### src/rtl/flex_rx_deser_pkg.sv
// Shared types and width helpers for the flex_rx_deserializer receive stage.
// The PARITY state is only reachable when FLEX_RX_DESER_PARITY_EN is defined.
package flex_rx_deser_pkg;

   typedef enum logic [1:0] {
      IDLE   = 2'd0,
      RECV   = 2'd1,
      PARITY = 2'd2
   } state_t;

   function automatic int cnt_w(input int n);
      return $clog2(n + 1);
   endfunction

endpackage

### src/rtl/flex_rx_deser_fifo.sv
// WIDTH x DEPTH holding FIFO. The head is read straight from the storage flops, so there is no bypass.
// A push is accepted when full only if a pop happens on the same edge.
module flex_rx_deser_fifo
   import flex_rx_deser_pkg::*;
#(
   parameter int WIDTH = 8,
   parameter int DEPTH = 2
) (
   input  logic                      clk,
   input  logic                      n_rst,
   input  logic                      push,
   input  logic [WIDTH-1:0]          push_data,
   input  logic                      pop,
   output logic                      full,
   output logic                      empty,
   output logic [cnt_w(DEPTH)-1:0]   count,
   output logic [WIDTH-1:0]          head
);

   localparam int PW = (DEPTH > 1) ? $clog2(DEPTH) : 1;
   localparam int CW = cnt_w(DEPTH);

   logic [WIDTH-1:0] mem_q [DEPTH];
   logic [WIDTH-1:0] mem_d [DEPTH];
   logic [PW-1:0]    wr_q, wr_d, rd_q, rd_d;
   logic [CW-1:0]    count_q, count_d;
   logic             pop_ok, push_ok;

   function automatic logic [PW-1:0] ptr_inc(input logic [PW-1:0] p);
      return (p == PW'(DEPTH - 1)) ? '0 : p + PW'(1);
   endfunction

   assign full    = (count_q == CW'(DEPTH));
   assign empty   = (count_q == '0);
   assign pop_ok  = pop & ~empty;
   assign push_ok = push & (~full | pop_ok);

   always_comb begin
      mem_d   = mem_q;
      wr_d    = wr_q;
      rd_d    = rd_q;
      count_d = count_q;
      if (push_ok) begin
         mem_d[wr_q] = push_data;
         wr_d        = ptr_inc(wr_q);
      end
      if (pop_ok) begin
         rd_d = ptr_inc(rd_q);
      end
      case ({push_ok, pop_ok})
         2'b10:   count_d = count_q + CW'(1);
         2'b01:   count_d = count_q - CW'(1);
         default: count_d = count_q;
      endcase
   end

   always_ff @(posedge clk or negedge n_rst) begin
      if (!n_rst) begin
         for (int i = 0; i < DEPTH; i++) mem_q[i] <= '0;
         wr_q    <= '0;
         rd_q    <= '0;
         count_q <= '0;
      end else begin
         mem_q   <= mem_d;
         wr_q    <= wr_d;
         rd_q    <= rd_d;
         count_q <= count_d;
      end
   end

   assign count = count_q;
   assign head  = mem_q[rd_q];

endmodule

### src/rtl/flex_rx_deserializer.sv
// Serial-to-parallel USB receive stage: FSM, shift register, overrun status, holding FIFO.
// Define FLEX_RX_DESER_PARITY_EN to require a trailing odd-parity bit after every word.
module flex_rx_deserializer
   import flex_rx_deser_pkg::*;
#(
   parameter int WIDTH     = 8,
   parameter int DEPTH     = 2,
   parameter int MSB_FIRST = 0
) (
   input  logic                      clk,
   input  logic                      n_rst,
   input  logic                      shift_enable,
   input  logic                      serial_in,
   input  logic                      abort,
   input  logic                      clear_err,
   output logic [WIDTH-1:0]          rx_data,
   output logic                      rx_valid,
   input  logic                      rx_ready,
   output logic [cnt_w(WIDTH)-1:0]   bit_cnt,
   output logic [cnt_w(DEPTH)-1:0]   fifo_count,
   output logic                      overrun
`ifdef FLEX_RX_DESER_PARITY_EN
   ,
   output logic                      parity_err
`endif
);

   localparam int BW = cnt_w(WIDTH);

   state_t           state_q, state_d;
   logic [WIDTH-1:0] sr_q, sr_d, sr_shift, word_data;
   logic [BW-1:0]    bit_cnt_q, bit_cnt_d;
   logic             overrun_q, overrun_d;
   logic             word_done, last_bit, drop;
   logic             fifo_full, fifo_empty;
`ifdef FLEX_RX_DESER_PARITY_EN
   logic             parity_err_q, parity_err_d;
`endif

   if (MSB_FIRST != 0) begin : g_msb
      assign sr_shift = {sr_q[WIDTH-2:0], serial_in};
   end else begin : g_lsb
      assign sr_shift = {serial_in, sr_q[WIDTH-1:1]};
   end

   assign last_bit = (bit_cnt_q == BW'(WIDTH - 1));
`ifdef FLEX_RX_DESER_PARITY_EN
   assign word_data = sr_q;
`else
   assign word_data = sr_shift;
`endif

   always_comb begin
      state_d   = state_q;
      sr_d      = sr_q;
      bit_cnt_d = bit_cnt_q;
      word_done = 1'b0;
`ifdef FLEX_RX_DESER_PARITY_EN
      parity_err_d = 1'b0;
`endif
      // abort outranks any coincident bit, including the one that would complete a word
      if (abort) begin
         state_d   = IDLE;
         sr_d      = '0;
         bit_cnt_d = '0;
      end else if (shift_enable) begin
         case (state_q)
            IDLE, RECV: begin
               sr_d = sr_shift;
               if (last_bit) begin
`ifdef FLEX_RX_DESER_PARITY_EN
                  state_d   = PARITY;
                  bit_cnt_d = BW'(WIDTH);
`else
                  word_done = 1'b1;
                  state_d   = IDLE;
                  bit_cnt_d = '0;
                  sr_d      = '0;
`endif
               end else begin
                  state_d   = RECV;
                  bit_cnt_d = bit_cnt_q + BW'(1);
               end
            end
            default: begin
`ifdef FLEX_RX_DESER_PARITY_EN
               word_done    = ^{sr_q, serial_in};
               parity_err_d = ~^{sr_q, serial_in};
`endif
               state_d   = IDLE;
               bit_cnt_d = '0;
               sr_d      = '0;
            end
         endcase
      end
   end

   assign drop      = word_done & fifo_full & ~(rx_valid & rx_ready);
   assign overrun_d = drop ? 1'b1 : (clear_err ? 1'b0 : overrun_q);

   always_ff @(posedge clk or negedge n_rst) begin
      if (!n_rst) begin
         state_q   <= IDLE;
         sr_q      <= '0;
         bit_cnt_q <= '0;
         overrun_q <= 1'b0;
`ifdef FLEX_RX_DESER_PARITY_EN
         parity_err_q <= 1'b0;
`endif
      end else begin
         state_q   <= state_d;
         sr_q      <= sr_d;
         bit_cnt_q <= bit_cnt_d;
         overrun_q <= overrun_d;
`ifdef FLEX_RX_DESER_PARITY_EN
         parity_err_q <= parity_err_d;
`endif
      end
   end

   flex_rx_deser_fifo #(
      .WIDTH(WIDTH),
      .DEPTH(DEPTH)
   ) u_fifo (
      .clk       (clk),
      .n_rst     (n_rst),
      .push      (word_done),
      .push_data (word_data),
      .pop       (rx_ready),
      .full      (fifo_full),
      .empty     (fifo_empty),
      .count     (fifo_count),
      .head      (rx_data)
   );

   assign rx_valid = ~fifo_empty;
   assign bit_cnt  = bit_cnt_q;
   assign overrun  = overrun_q;
`ifdef FLEX_RX_DESER_PARITY_EN
   assign parity_err = parity_err_q;
`endif

endmodule

### config.mk
export PLATFORM = sky130hd
export DESIGN_NAME = flex_rx_deserializer
export DESIGN_NICKNAME = d
export VERILOG_FILES = /design/src/rtl/flex_rx_deser_pkg.sv /design/src/rtl/flex_rx_deser_fifo.sv /design/src/rtl/flex_rx_deserializer.sv
export SDC_FILE = /design/constraint.sdc
export NUM_CORES = 1
export LEC_CHECK = 0
export BUFFER_PORTS_ARGS = -buffer_cell sky130_fd_sc_hd__buf_2
export CORE_UTILIZATION = 59
export CTS_CLUSTER_DIAMETER = 60
export DETAILED_ROUTE_END_ITERATION = 6
export HOLD_SLACK_MARGIN = 0.1
export PLACE_DENSITY = 0.92
export SYNTH_ARGS = -nofsm -noshare
export SYNTH_HDL_FRONTEND = slang
export SYNTH_SLANG_ARGS = --single-unit
### constraint.sdc
create_clock -name clk -period 4.8 [get_ports clk]
set_input_delay 0.48 -clock clk [delete_from_list [all_inputs] [get_ports clk]]
set_output_delay 0.48 -clock clk [all_outputs]
set_load 0.1 [all_outputs]
==> impl_summary.txt <==
----------------------------------------------------
[Outcome]
  Result of the run ... complete, no violations

[GRT]
  First-pass GRT wire length ... 3.967 mm
  Largest net degree at the start of global routing ... 33
  Met1 usage ... 26.59%
  Met2 usage in global routing ... 34.65%
  Initial antenna violation count ... 0
  Overflow after GRT ... 0
  All-layer global routing usage ... 21.79%
  Via count of the first global-routing pass ... 874
  GR met3 Demand/Resource ... 5.357%
  Busiest layer in global routing ... met2

[Routing]
  DRC Markers ... 0
  First-pass DRT Iterations ... 4
  Final wirelength ... 2.380 mm
  Remaining antenna violation count ... 0
  Vias per cell ... 5.709
  Vias after detailed routing ... 862
  DR WL/cell ... 15.76 um
  Number of DRC violations after detailed-routing iteration 0 ... 9

[STA]
  Clock period minus final worst setup slack ... 2.074 ns
  RSZ-0062 raised after global routing ... no
  Clock Skews ... 0.003352 ns
  Part of the cycle the worst path needs ... 43.21%
  Summed negative setup slack over all endpoints ... 0 ns
  Top achievable clock speed ... 0.4821 GHz
  Final setup violation count ... 0
  Slew Limit Headroom ... 55.38%
  Number of max-slew violations in the final report ... 0
  Worst Tran Pin Value ... 0.6693 ns
  Final Hold Vio Count ... 0
  Min setup slack post-route ... 2.726 ns

[Clock tree]
  H-tree levels ... 2
  Clock latency on the worst-skew pair ... 0.33 ns
  # Post-CTS Setup Buffers ... 0
  Clock tree from TritonCTS ... built
  Count of clock tree sinks ... 32
  Number of buffers added to fix hold violations after cts ... 0
  Maximum buffer depth of the clock tree ... 2
  Clock-pin transition on the worst setup and hold timing paths ... 0.09 ns
  Number of buffers created by CTS ... 5
  Number of resized instances in the post-cts repair step ... 0
  Clock Tree Root ... sky130_fd_sc_hd__clkbuf_4

[Place]
  Setup slack after placement ... 2.748 ns
  Global placement routability congestion ... 0.7208
  Port bufs ... 22
  DP HPWL ... 1.667 mm

[Floorplanning]
  Starting Density ... 63.71%
  Core ar. ... 2255 um^2
  Height of the die ... 51.34 um
  Number of top-level pins ... 23
  Die Footprint ... 2636 um^2
  Width of the die ... 51.34 um
  Number of standard-cell rows in the floorplan ... 17

[Cells and area]
  Fill cell count ... 176
  Antenna cell count ... 0
  Layout-stage area growth over the synthesis result ... 13.15%
  Multi-input gate area ... 616.8 um^2
  Number of nets in the layout ... 131
  Commonest non-fill, non-tap cells in the layout ... 32 x sky130_fd_sc_hd__dfrtp_1, 22 x sky130_fd_sc_hd__buf_2, 17 x sky130_fd_sc_hd__mux2_2
  Commonest non-fill, non-tap cell in the layout ... sky130_fd_sc_hd__dfrtp_1
  Sequential Area ... 800.8 um^2
  Fraction of final layout cells with drive strength greater than 1 ... 47.15%

[Flow run]
  Max capacitance violation total ... 0

[Yosys]
  Unique cell type count in the Yosys netlist ... 23
  Average instance area after synthesis ... 14.96 um^2
  Netlist Area Pre-Place ... 1436 um^2
  Register bit total from synthesis ... 32
  Gate count after technology mapping ... 96
  Synthesis warning total ... 0
  Post-synthesis net count ... 105
  Share of the yosys chip area belonging to registers ... 55.75%

[Worst setup path]
  Type of destination of the critical path ... output pin
  Kind of launch point of the worst setup path ... flip-flop
  Worst Path Class, Setup ... flip-flop to output pin
  Worst Path Arrival ... 1.59 ns
  Critical-path maximum fanout ... 9
  Required arrival time at the worst endpoint ... 4.32 ns

[Power and ir drop]
  Leakage ... 0.8903 nW
  Highest ir drop seen on vdd ... 0.0004640 V
  Power Dens Cells ... 418.0 nW/um^2

[Hold path]
  HP Class ... input pin to asynchronous set/reset pin

----------------------------------------------------
==> worst max-delay path: stages (launching register included) <==
cell and delay [ns]:
sky130_fd_sc_hd__dfrtp_1 0.59, sky130_fd_sc_hd__mux2_2 0.38, sky130_fd_sc_hd__buf_2 0.29
==> cells in the mapped netlist <==
master | instances | area share [%]
sky130_fd_sc_hd__dfrtp_1 | 32 | 56
sky130_fd_sc_hd__mux2_2 | 17 | 13
sky130_fd_sc_hd__a22o_1 | 9 | 5.5
sky130_fd_sc_hd__mux2_4 | 8 | 8.4
sky130_fd_sc_hd__nor2_1 | 5 | 1.3
sky130_fd_sc_hd__xnor2_1 | 4 | 2.4
sky130_fd_sc_hd__xor2_1 | 3 | 1.8
sky130_fd_sc_hd__clkbuf_1 | 2 | 0.52
sky130_fd_sc_hd__ha_1 | 2 | 1.7
sky130_fd_sc_hd__and2_1 | 1 | 0.44
sky130_fd_sc_hd__buf_4 | 1 | 0.52
sky130_fd_sc_hd__inv_1 | 1 | 0.26
sky130_fd_sc_hd__mux2i_1 | 1 | 0.70
sky130_fd_sc_hd__nand2_1 | 1 | 0.26
sky130_fd_sc_hd__nand2b_4 | 1 | 0.96
sky130_fd_sc_hd__nand3_1 | 1 | 0.35
sky130_fd_sc_hd__nand3b_4 | 1 | 1.4
sky130_fd_sc_hd__nor2b_1 | 1 | 0.44
sky130_fd_sc_hd__nor3b_2 | 1 | 0.87
sky130_fd_sc_hd__nor4_4 | 1 | 1.5
sky130_fd_sc_hd__or2_2 | 1 | 0.44
sky130_fd_sc_hd__or3_1 | 1 | 0.44
sky130_fd_sc_hd__or4b_1 | 1 | 0.70
==> cells by family after synthesis <==
| kind of cell | count (synthesis) | synth area share, % |
|---|---|---|
| flip-flops | 32 | 55.75 |
| multiplexers | 26 | 22.39 |
| AND/OR/NAND/NOR | 16 | 9.060 |
| AO/OA/AOI/OAI | 9 | 5.488 |
| XOR/XNOR | 7 | 4.268 |
| buffers and inverters | 4 | 1.307 |
| adder cells (fa/ha/maj) | 2 | 1.742 |
==> power breakdown <==
part | internal (mW) | switching [mW] | total [mW] | leakage [nW]
Sequential | 0.286 | 0.0308 | 0.317 | 0.436
Clock | 0.0722 | 0.0897 | 0.162 | 0.0326
Combinational | 0.0507 | 0.150 | 0.200 | 0.421
==> path summary, 6_finish.rpt <==
| check | startpoint | to | slack (ns) | depth (start not counted) |
|---|---|---|---|---|
| min in group clk | abort | bit_cnt[1]$_DFFE_PN0P_ | 0.33 | 2 |
| max in group asynchronous | n_rst | sr_q[3]$_DFFE_PN0P_ | 4.20 | 1 |
| worst min-delay path | n_rst | u_fifo.mem_q[8]$_DFFE_PN0P_ | 0.17 | 1 |
| worst max register to register | bit_cnt[0]$_DFFE_PN0P_ | u_fifo.mem_q[1]$_DFFE_PN0P_ | 2.79 | 4 |
| worst max-delay path | u_fifo.rd_q$_DFFE_PN0P_ | rx_data[2] | 2.73 | 2 |
| worst min register to register | u_fifo.mem_q[0]$_DFFE_PN0P_ | u_fifo.mem_q[0]$_DFFE_PN0P_ | 0.51 | 1 |
==> flip-flops by register name, indices dropped and copies added (netlist names) <==
signal        count
bit_cnt           4
u_fifo.count      2
u_fifo.mem_q     16
u_fifo.wr_q       1
sr_q              7
u_fifo.rd_q       1
overrun           1
==> metrics by stage <==
stage	cell area (um^2)	hold WS (ns)	instances	util, %	power, mW
3_5_place_dp	1567	0.4882	143	69.48	0.5245
4_1_cts	1625	0.1909	151	72.09	0.6832
5_1_grt	1625	0.2235	151	72.09	0.7012
2_1_floorplan	1436	0.1844	96	-	0.4881
3_3_place_gp	1567	0.4817	143	69.48	0.5198
6_report	1625	0.1720	151	72.09	0.6793
==> layer usage <==
metal	vias up	wire length [um]
met2	19	1234
met3	5	106
met4	0	42
met1	440	996
li1	398	-
met5	-	0
==> layout make-up <==
| cell class | instances | area share [%] |
|---|---|---|
| Tap cell | 28 | 2.156 |
| Clock buffer | 8 | 3.618 |
| Inverter | 1 | 0.2309 |
| Sequential cell | 32 | 49.27 |
| Timing Repair Buffer | 22 | 6.774 |
| Multi-Input combinational cell | 60 | 37.95 |
Note: power is estimated with default switching activity, not from simulation.
